==> config.mk <==
export PLATFORM = sky130hd
export DESIGN_NAME = piano_note_sequencer
export DESIGN_NICKNAME = d
export VERILOG_FILES = /design/src/rtl/piano_note_sequencer.sv
export SDC_FILE = /design/constraint.sdc
export NUM_CORES = 1
export LEC_CHECK = 0
export BUFFER_PORTS_ARGS = -buffer_cell sky130_fd_sc_hd__clkbuf_2
export CAP_MARGIN = 40
export CORE_UTILIZATION = 57
export DETAILED_ROUTE_END_ITERATION = 10
export PLACE_DENSITY_LB_ADDON = 0.25
export SLEW_MARGIN = 20
export SYNTH_ARGS = -nofsm -noshare
export SYNTH_HDL_FRONTEND = slang
export SYNTH_SLANG_ARGS = --single-unit
==> constraint.sdc <==
create_clock -name iClk -period 4.89 [get_ports iClk]
set_input_delay 0.7335 -clock iClk [delete_from_list [all_inputs] [get_ports iClk]]
set_output_delay 0.7335 -clock iClk [all_outputs]
set_load 0.02 [all_outputs]
==> src/rtl/piano_note_sequencer.sv <==
`default_nettype none
// piano_note_sequencer: live note pass-through plus record/replay of (note, duration) segments.
// Rev 1.0
module piano_note_sequencer #(
  parameter int DEPTH    = 16,
  parameter int DUR_W    = 16,
  parameter int TICK_DIV = 50000
) (
  input  logic                   iClk,
  input  logic                   iReset_n,
  input  logic [7:0]             iNote,
  input  logic                   iRecord,
  input  logic                   iPlay,
  input  logic                   iStop,
  output logic [7:0]             oNote,
  output logic [1:0]             oState,
  output logic [$clog2(DEPTH):0] oCount,
  output logic                   oFull
);
  localparam int CW = $clog2(DEPTH) + 1;
  localparam int IW = (DEPTH > 1) ? $clog2(DEPTH) : 1;
  localparam int PW = (TICK_DIV > 1) ? $clog2(TICK_DIV) : 1;
  localparam logic [PW-1:0] PRESC_MAX    = PW'(TICK_DIV - 1);
  localparam logic [CW-1:0] COUNT_MAX    = CW'(DEPTH);
  localparam logic [7:0]    NOTE_RELEASE = 8'd99;

  typedef enum logic [1:0] {
    IDLE = 2'd0,
    REC  = 2'd1,
    PLAY = 2'd2
  } state_t;

  state_t           state_q, state_d;
  logic [7:0]       note_q, note_d;
  logic [CW-1:0]    count_q, count_d;
  logic             full_q, full_d;
  logic [7:0]       cur_q, cur_d;
  logic [DUR_W-1:0] dur_q, dur_d;
  logic [IW-1:0]    idx_q, idx_d;
  logic [DUR_W-1:0] rem_q, rem_d;
  logic [PW-1:0]    presc_q, presc_d;

  logic [7:0]       note_mem [DEPTH];
  logic [DUR_W-1:0] dur_mem  [DEPTH];

  logic [7:0]       live;
  logic             tick;
  logic [DUR_W-1:0] dur_inc;
  logic [CW-1:0]    count_inc;
  logic [IW-1:0]    idx_next;
  logic             last_entry;
  logic             wr_en;
  logic [IW-1:0]    wr_addr;

  always_comb begin
    live       = (iNote == NOTE_RELEASE) ? 8'd0 : iNote;
    tick       = (presc_q == PRESC_MAX);
    // a tick landing on the same edge as a segment close belongs to the old segment
    dur_inc    = (tick && (dur_q != '1)) ? dur_q + 1'b1 : dur_q;
    count_inc  = count_q + 1'b1;
    idx_next   = idx_q + 1'b1;
    last_entry = ((CW'(idx_q) + 1'b1) == count_q);
    wr_addr    = count_q[IW-1:0];

    state_d = state_q;
    count_d = count_q;
    full_d  = full_q;
    cur_d   = cur_q;
    dur_d   = dur_q;
    idx_d   = idx_q;
    rem_d   = rem_q;
    wr_en   = 1'b0;

    case (state_q)
      IDLE: begin
        if (iStop) begin
          state_d = IDLE;
        end else if (iRecord) begin
          count_d = '0;
          full_d  = 1'b0;
          cur_d   = live;
          dur_d   = '0;
          state_d = REC;
        end else if (iPlay && (count_q != '0)) begin
          idx_d   = '0;
          rem_d   = dur_mem[0];
          state_d = PLAY;
        end
      end
      REC: begin
        dur_d = dur_inc;
        if (iStop || (live != cur_q)) begin
          cur_d = live;
          dur_d = '0;
          if (dur_inc != '0) begin
            wr_en   = 1'b1;
            count_d = count_inc;
            if (count_inc == COUNT_MAX) begin
              full_d  = 1'b1;
              state_d = IDLE;
            end
          end
          if (iStop) state_d = IDLE;
        end
      end
      PLAY: begin
        if (iStop) begin
          state_d = IDLE;
        end else if (tick) begin
          if (rem_q <= DUR_W'(1)) begin
            if (last_entry) begin
              state_d = IDLE;
            end else begin
              idx_d = idx_next;
              rem_d = dur_mem[idx_next];
            end
          end else begin
            rem_d = rem_q - 1'b1;
          end
        end
      end
      default: state_d = IDLE;
    endcase

    note_d  = ((state_d == PLAY) && (live == 8'd0)) ? note_mem[idx_d] : live;
    presc_d = ((state_q == IDLE) || (state_d != state_q) || tick) ? '0 : presc_q + 1'b1;
  end

  always_ff @(posedge iClk or negedge iReset_n) begin
    if (!iReset_n) begin
      state_q <= IDLE;
      note_q  <= '0;
      count_q <= '0;
      full_q  <= 1'b0;
      cur_q   <= '0;
      dur_q   <= '0;
      idx_q   <= '0;
      rem_q   <= '0;
      presc_q <= '0;
    end else begin
      state_q <= state_d;
      note_q  <= note_d;
      count_q <= count_d;
      full_q  <= full_d;
      cur_q   <= cur_d;
      dur_q   <= dur_d;
      idx_q   <= idx_d;
      rem_q   <= rem_d;
      presc_q <= presc_d;
    end
  end

  always_ff @(posedge iClk) begin
    if (wr_en) begin
      note_mem[wr_addr] <= cur_q;
      dur_mem[wr_addr]  <= dur_inc;
    end
  end

  assign oNote  = note_q;
  assign oState = state_q;
  assign oCount = count_q;
  assign oFull  = full_q;
endmodule
`default_nettype wire

; ---- Yosys cells after proc, flatten, opt, wreduce, memory -nomap -nowiden
; Memories as Yosys holds them, arrays and structs flattened.
; Cells that the tools add are included.
[op_classes]
addsub = 6
magnitude_cmp = 1
eq_ne = 20
n_mux = 56
reduce_logical = 17
[ops]
columns = cell, count
row1 = 16-bit two-way mux, 12
row2 = 16-bit case mux with 2 select lines, 2
row3 = 8-bit two-way mux, 5
row4 = "16-bit by 1-bit adder with 16-bit output, second input constant", 2
row5 = 4-bit two-way mux, 7
row6 = 2-bit two-way mux, 11
row7 = 5-bit two-way mux, 4
row8 = "2-bit inequality test, second input constant", 9
row9 = "16-bit == test, second input constant", 1
row10 = "16-bit by 1-bit <= comparator with 1-bit output, second input constant", 1
row11 = "16-bit inequality test, second input constant", 1
row12 = 8-bit case mux with 2 select lines, 1
row13 = 16-bit nonzero test, 1
row14 = "16-bit by 1-bit subtractor with 16-bit output, second input constant", 1
row15 = 1-bit two-way mux, 10
row16 = 5-bit case mux with 2 select lines, 1
row17 = "8-bit by 7-bit == test with 1-bit output, second input constant", 1
row18 = 8-bit logical NOT, 1
row19 = 8-bit inequality test, 1
row20 = 4-bit case mux with 2 select lines, 1
row21 = 7-bit AND reduction, 1
row22 = 2-bit case mux with 3 select lines, 1
row23 = 6-bit AND reduction, 1
row24 = "4-bit by 1-bit adder with 5-bit output, second input constant", 1
row25 = 17 further kinds, 23
[totals]
register_bits = 76
ramBits = 384
output_inout_bits = 16
wordCells = 111
memories = 2
[memory_table]
columns = name, depth, width, rd, rd_ports_with_merged_regs, wr, line_no
row1 = dur_mem, 16, 16, 2, 0, 1, 44  ; logic [DUR_W-1:0] dur_mem [DEPTH];
row2 = note_mem, 16, 8, 1, 0, 1, 43  ; logic [7:0] note_mem [DEPTH];

; ---- Longest topological paths before layout
[depth]
depth_word = 12
ltp_mapped = 15
depth_no_buf = 12

; ---- Least setup slack after synthesis
; OpenSTA, ideal clock, no wires.
[synth_timing]
path_kind = register to register
startpoint = register dur_q[1]
endpoint = memory dur_mem[0][0], enable pin
t_arrival_ns = 4.993
slack_ns = -0.538
path_stages_with_launch = 13
n_path_buf = 2
synth_period_minus_slack_ns = 5.428
path_cell_list = dfrtp_1 ha_1 and4_1 clkbuf_1 nand4_1 o21ai_1 or4_1 xnor2_1 nor4_1 nor3b_1 clkbuf_1 nand2_1 nor3_1
[synth_via]
elab_chain_cells = 9
[synth_rtl]
columns = element, line_no
row1 = start: declaration, 38  ; logic [DUR_W-1:0] dur_q, dur_d;
row2 = start signal: assignment, 146  ; dur_q <= dur_d;
row3 = "parallel branches: the longest is 2 deep, another holds 16-bit by 1-bit adder with 16-bit output", --
row4 = 16-bit two-way mux (*), 59  ; dur_inc = (tick && (dur_q != '1)) ? dur_q + 1'b1 : dur_q;
row5 = named net dur_inc[15], 48  ; logic [DUR_W-1:0] dur_inc;
row6 = 16-bit nonzero test (*), 95  ; if (dur_inc != '0) begin
row7 = 1-bit two-way mux (*), 95
row8 = 1-bit two-way mux (*), 92  ; if (iStop || (live != cur_q)) begin
row9 = 1-bit two-way mux (*), 74  ; case (state_q)
row10 = 1-bit two-way mux (*), 154  ; if (wr_en) begin
row11 = 1-bit two-way mux (not written as such) (*), 156  ; dur_mem[wr_addr] <= dur_inc;
row12 = end: declaration, 44
; Mark *: on every way through the listed nets, which the timed path passes.

; ---- Worst setup path in the final report
[layout_timing]
startpoint = register presc_q[12]
endpoint = memory dur_mem[0][15], enable pin
[layout_via]
elab_chain_cells = 9
[layout_rtl]
columns = element, line_no
row1 = start: declaration, 41  ; logic [PW-1:0] presc_q, presc_d;
row2 = start signal: assignment, 149  ; presc_q <= presc_d;
row3 = 16-bit == test, 57  ; tick = (presc_q == PRESC_MAX);
row4 = 1-bit logical AND, 59
row5 = 16-bit two-way mux, 59
row6 = 16-bit nonzero test, 95
row7 = 1-bit two-way mux, 95
row8 = 1-bit two-way mux, 92
row9 = 1-bit two-way mux, 74
row10 = 1-bit two-way mux, 154
row11 = 1-bit two-way mux (not written as such), 156
; No other way between the ends.

==> results by group <==
Clock network
  • CTS tree: built
  • Root Buffer: clkbuf_16
  • Htree depth: 2
  • Clk buf depth: 3
  • Clock transition at path regs: about 0.060 ns
  • Clk_lat worst skew: roughly 0.56 ns
  • Num Clock Sinks: 460
  • # hold bufs at CTS: 0
  • Post-CTS Setup Repair Bufs: 0
  • CTS resizes: 0
  • Total CTS buffers: 46

Die
  • DIE AREA: about 0.035 mm2
  • Die span in x: ~190 um
  • Initial core utilization: roughly 58%
  • Rows: 67
  • Core area: ~0.034 mm2
  • IO Count: 29
  • Die Height: ~190 um

Setup path
  • Reg2reg setup slack: between 0.2 and 0.3 ns
  • Worst Path Required: between 5 and 6 ns
  • Reg-to-Reg Start: presc_q[12]
  • Stages on the worst setup path: 11
  • Crit path DAT: between 4 and 5 ns
  • FF-to-FF End: dur_mem[0][15]
  • R2R depth: 11
  • Crit-path max FO: 17
  • CP startpoint kind: flop
  • CP Cell Sequence: nor4_1, and4_1, o21ai_1, buf_4, or4_1, o2111ai_1, nor4_1, nor3b_1, nand2_1, nor3_4, buf_4
  • Setup Crit Path Kind: reg -> reg
  • Worst Setup End Kind: flop
  • Slowest stage delay, CP: approximately 0.6 ns
  • Slowest cell on crit path: nor3b_1
  • Worst Path Buf+Inv: 2
  • CP delay by family, top: simple AND/OR/NAND/NOR gates

Global routing
  • Global-route wire length before repair: approximately 70000 um
  • Total GRT Usage: a little over a quarter
  • Initial antenna violation count: 0
  • Largest net degree at the start of global routing: 54
  • Vias in the first global route: ~12000
  • GRT overflow: 0

Finish
  • Ant diodes: 0
  • Cell area after layout: 0.02242 mm2
  • Area growth from synthesis to layout: 13.54%
  • Filler Cell Count: between 2000 and 2500
  • Nets: roughly 1400
  • Final Non-Filler Cells: around 1800
  • Share of cells above drive strength 1: about a fifth
  • Final Core Density: between 60% and 70%

Yosys
  • Synthesized cell area: 0.01974 mm2
  • Syn Inst Count: ~1300
  • Synthesized net count: approximately 1300
  • Synth area leaders: edfxtp_1 (58%), dfrtp_1 (9.6%), mux4_2 (7.3%), mux2i_1 (4.1%), nand2_1 (2.8%)
  • Seq/Total Area, Yosys: about 68%
  • Yosys cell types: 72
  • Yosys warning count: 0
  • Top cell type's share of synthesized area: ~58%
  • Ys async rst share: roughly 17%
  • Synth Register Bits: 460
  • Leading area contributor after synthesis: edfxtp_1
  • Post-synth EDFFs: approximately 380
  • Synth Flop Type: edfxtp_1
  • Synth Area per Inst: between 15 and 20 um2

Place
  • Pre-CTS setup slack: between 0.2 and 0.3 ns
  • Placed cell areas: approximately 0.021 mm2
  • Port bufs: 28
  • GPL Wtd Cong: a little under 0.9
  • Post-placement cell count: roughly 1800
  • DP HPWL: roughly 29000 um

Pwr
  • Combinational Power Share: between 10% and 20%
  • NetSw: 2.247 mW
  • Internal: ~6.7 mW
  • Seq pwr share: 51.2%
  • Worst vdd ir: ~0.31 mV
  • Clock share of power: 38.1%
  • PD cells: between 300 and 400 mW/mm2
  • Total chip power: just under 9 mW
  • Sw frac: between 20% and 30%
  • Leak: ~8.7 nW

Route
  • Wirelength per Cell: about 25 um
  • Detail Route Antenna Nets: 0
  • Via density per instance: 6.302
  • Vias: approximately 12000
  • First drt pass iteration count: 5
  • DRT iter0 DRCs: approximately 1200
  • Residual DRC count: 0
  • Final wirelength: about 45000 um

STA
  • Worst setup margin: just under 0.3 ns
  • Setup TNS: 0 ns
  • RSZ-0062 raised after global routing: no
  • Worst-margin pin slew: around 0.8 ns
  • Final setup viols: 0
  • Hold Vio Cnt, Final: 0
  • WHS: 0.1083 ns
  • Post-route clock period utilization: between 90 and 100%
  • Max-slew headroom: around 45%
  • Fin. max-slew vios: 0
  • Max Freq: about 220 MHz
  • Clock Skew: 0.02510 ns
  • Post-route minimum period: around 4.6 ns

Hold path
  • Worst hold path type: in -> async

Status
  • Status: completed

Run
  • Max-cap viol count: 0
## cells in the mapped netlist, types with 4 or more instances
cell type	number
nand3b_1	4
nor4_1	14
o211ai_1	7
o31ai_1	4
buf_2	6
and3_1	10
dfrtp_1	76
a221oi_1	8
buf_1	10
nand3_1	36
mux4_2	64
and4_1	6
mux2_2	10
nand2_1	148
edfxtp_1	384
a22oi_1	6
o21a_1	5
a21oi_1	33
ha_1	9
nand2b_1	14
a32o_1	12
or4_1	11
xnor2_1	29
nor2_1	62
nor4b_1	4
o21ai_0	44
o21ai_1	4
a211oi_1	17
nor2b_1	7
inv_1	13
o2111ai_1	4
nand4_1	9
clkbuf_1	52
xor2_1	24
nor3_1	26
mux2i_1	81
## cells in the final DEF, fill, tap and decap left out, types with 6 or more instances in the layout
cell type	n
buf_12	8
xor2_1	22
nor2_1	50
o211ai_1	7
a21oi_1	32
o21ai_0	44
nand2_1	148
nand2b_1	14
clkbuf_16	48
a221oi_1	8
mux2i_1	81
mux2_2	10
mux4_2	64
buf_4	43
nand4_1	9
clkbuf_2	27
inv_1	13
a22oi_1	6
a211oi_1	17
clkinv_2	7
edfxtp_1	384
or4_1	11
nor4_1	14
dfrtp_1	75
xnor2_1	25
nor2_4	12
and3_1	10
a32o_1	12
and4_1	6
nor3_1	21
clkinv_1	9
nor2b_1	7
ha_1	8
nand3_1	36
## how the worst max path moves through the flow
stage / from / to / slack [ns]
after floorplan: dur_q[1] / dur_mem[8][0] / 0.10
after global placement: dur_q[1] / dur_mem[11][13] / 0.33
after detailed placement: dur_q[1] / dur_mem[15][0] / 0.29
after CTS: dur_q[1] / dur_mem[15][4] / 0.27
after global routing: dur_q[1] / dur_mem[0][7] / 0.03
final: presc_q[12] / dur_mem[0][15] / 0.29
## routing by layer
layer / routed length, um / global-route usage, % / vias to the layer above
li1: - / - / 5160
met3: 2977 / 3.294 / 60
met1: 19580 / 38.67 / 5942
met2: 21860 / 41.53 / 453
met4: 853 / 6.973 / 0
met5: 0 / 0 / -
## power by group through the flow
stage	registers, mW	clock network, mW	logic (mW)
after global placement	4.64	0	0.934
final	4.58	3.40	0.964
after CTS	4.57	3.45	0.960
after global routing	4.59	3.60	1.04
after detailed placement	4.65	0	0.956
after floorplan	4.58	0	0.711
## cell families after synthesis
kind of cell             after synthesis  share of synthesized area [%]
adder cells (fa/ha/maj)                9                         0.5704
multiplexers                         156                          12.03
buffers and inverters                 88                          1.984
XOR/XNOR                              54                          2.472
flip-flops                           460                          68.04
AND/OR/NAND/NOR                      370                          9.107
AO/OA/AOI/OAI                        168                          5.793
## layout make-up
cell class                      instances  area, um2  area share (%)
Clock inverter                         22      177.7          0.7926
Tap cell                              448      560.5           2.501
Multi-Input combinational cell        757       6121           27.31
Inverter                               14      52.55          0.2344
Clock buffer                           57       1285           5.733
Timing Repair Buffer                   85      782.0           3.489
Sequential cell                       460      13440           59.94
## registers in the layout (all words and copies together), names as in the netlist
name	cells
oCount	5
oFull	1
idx_q	4
oNote	8
dur_mem	256
note_mem	128
rem_q	16
cur_q	8
dur_q	16
oState	2
presc_q	16
(Power assumes the default switching activity.)
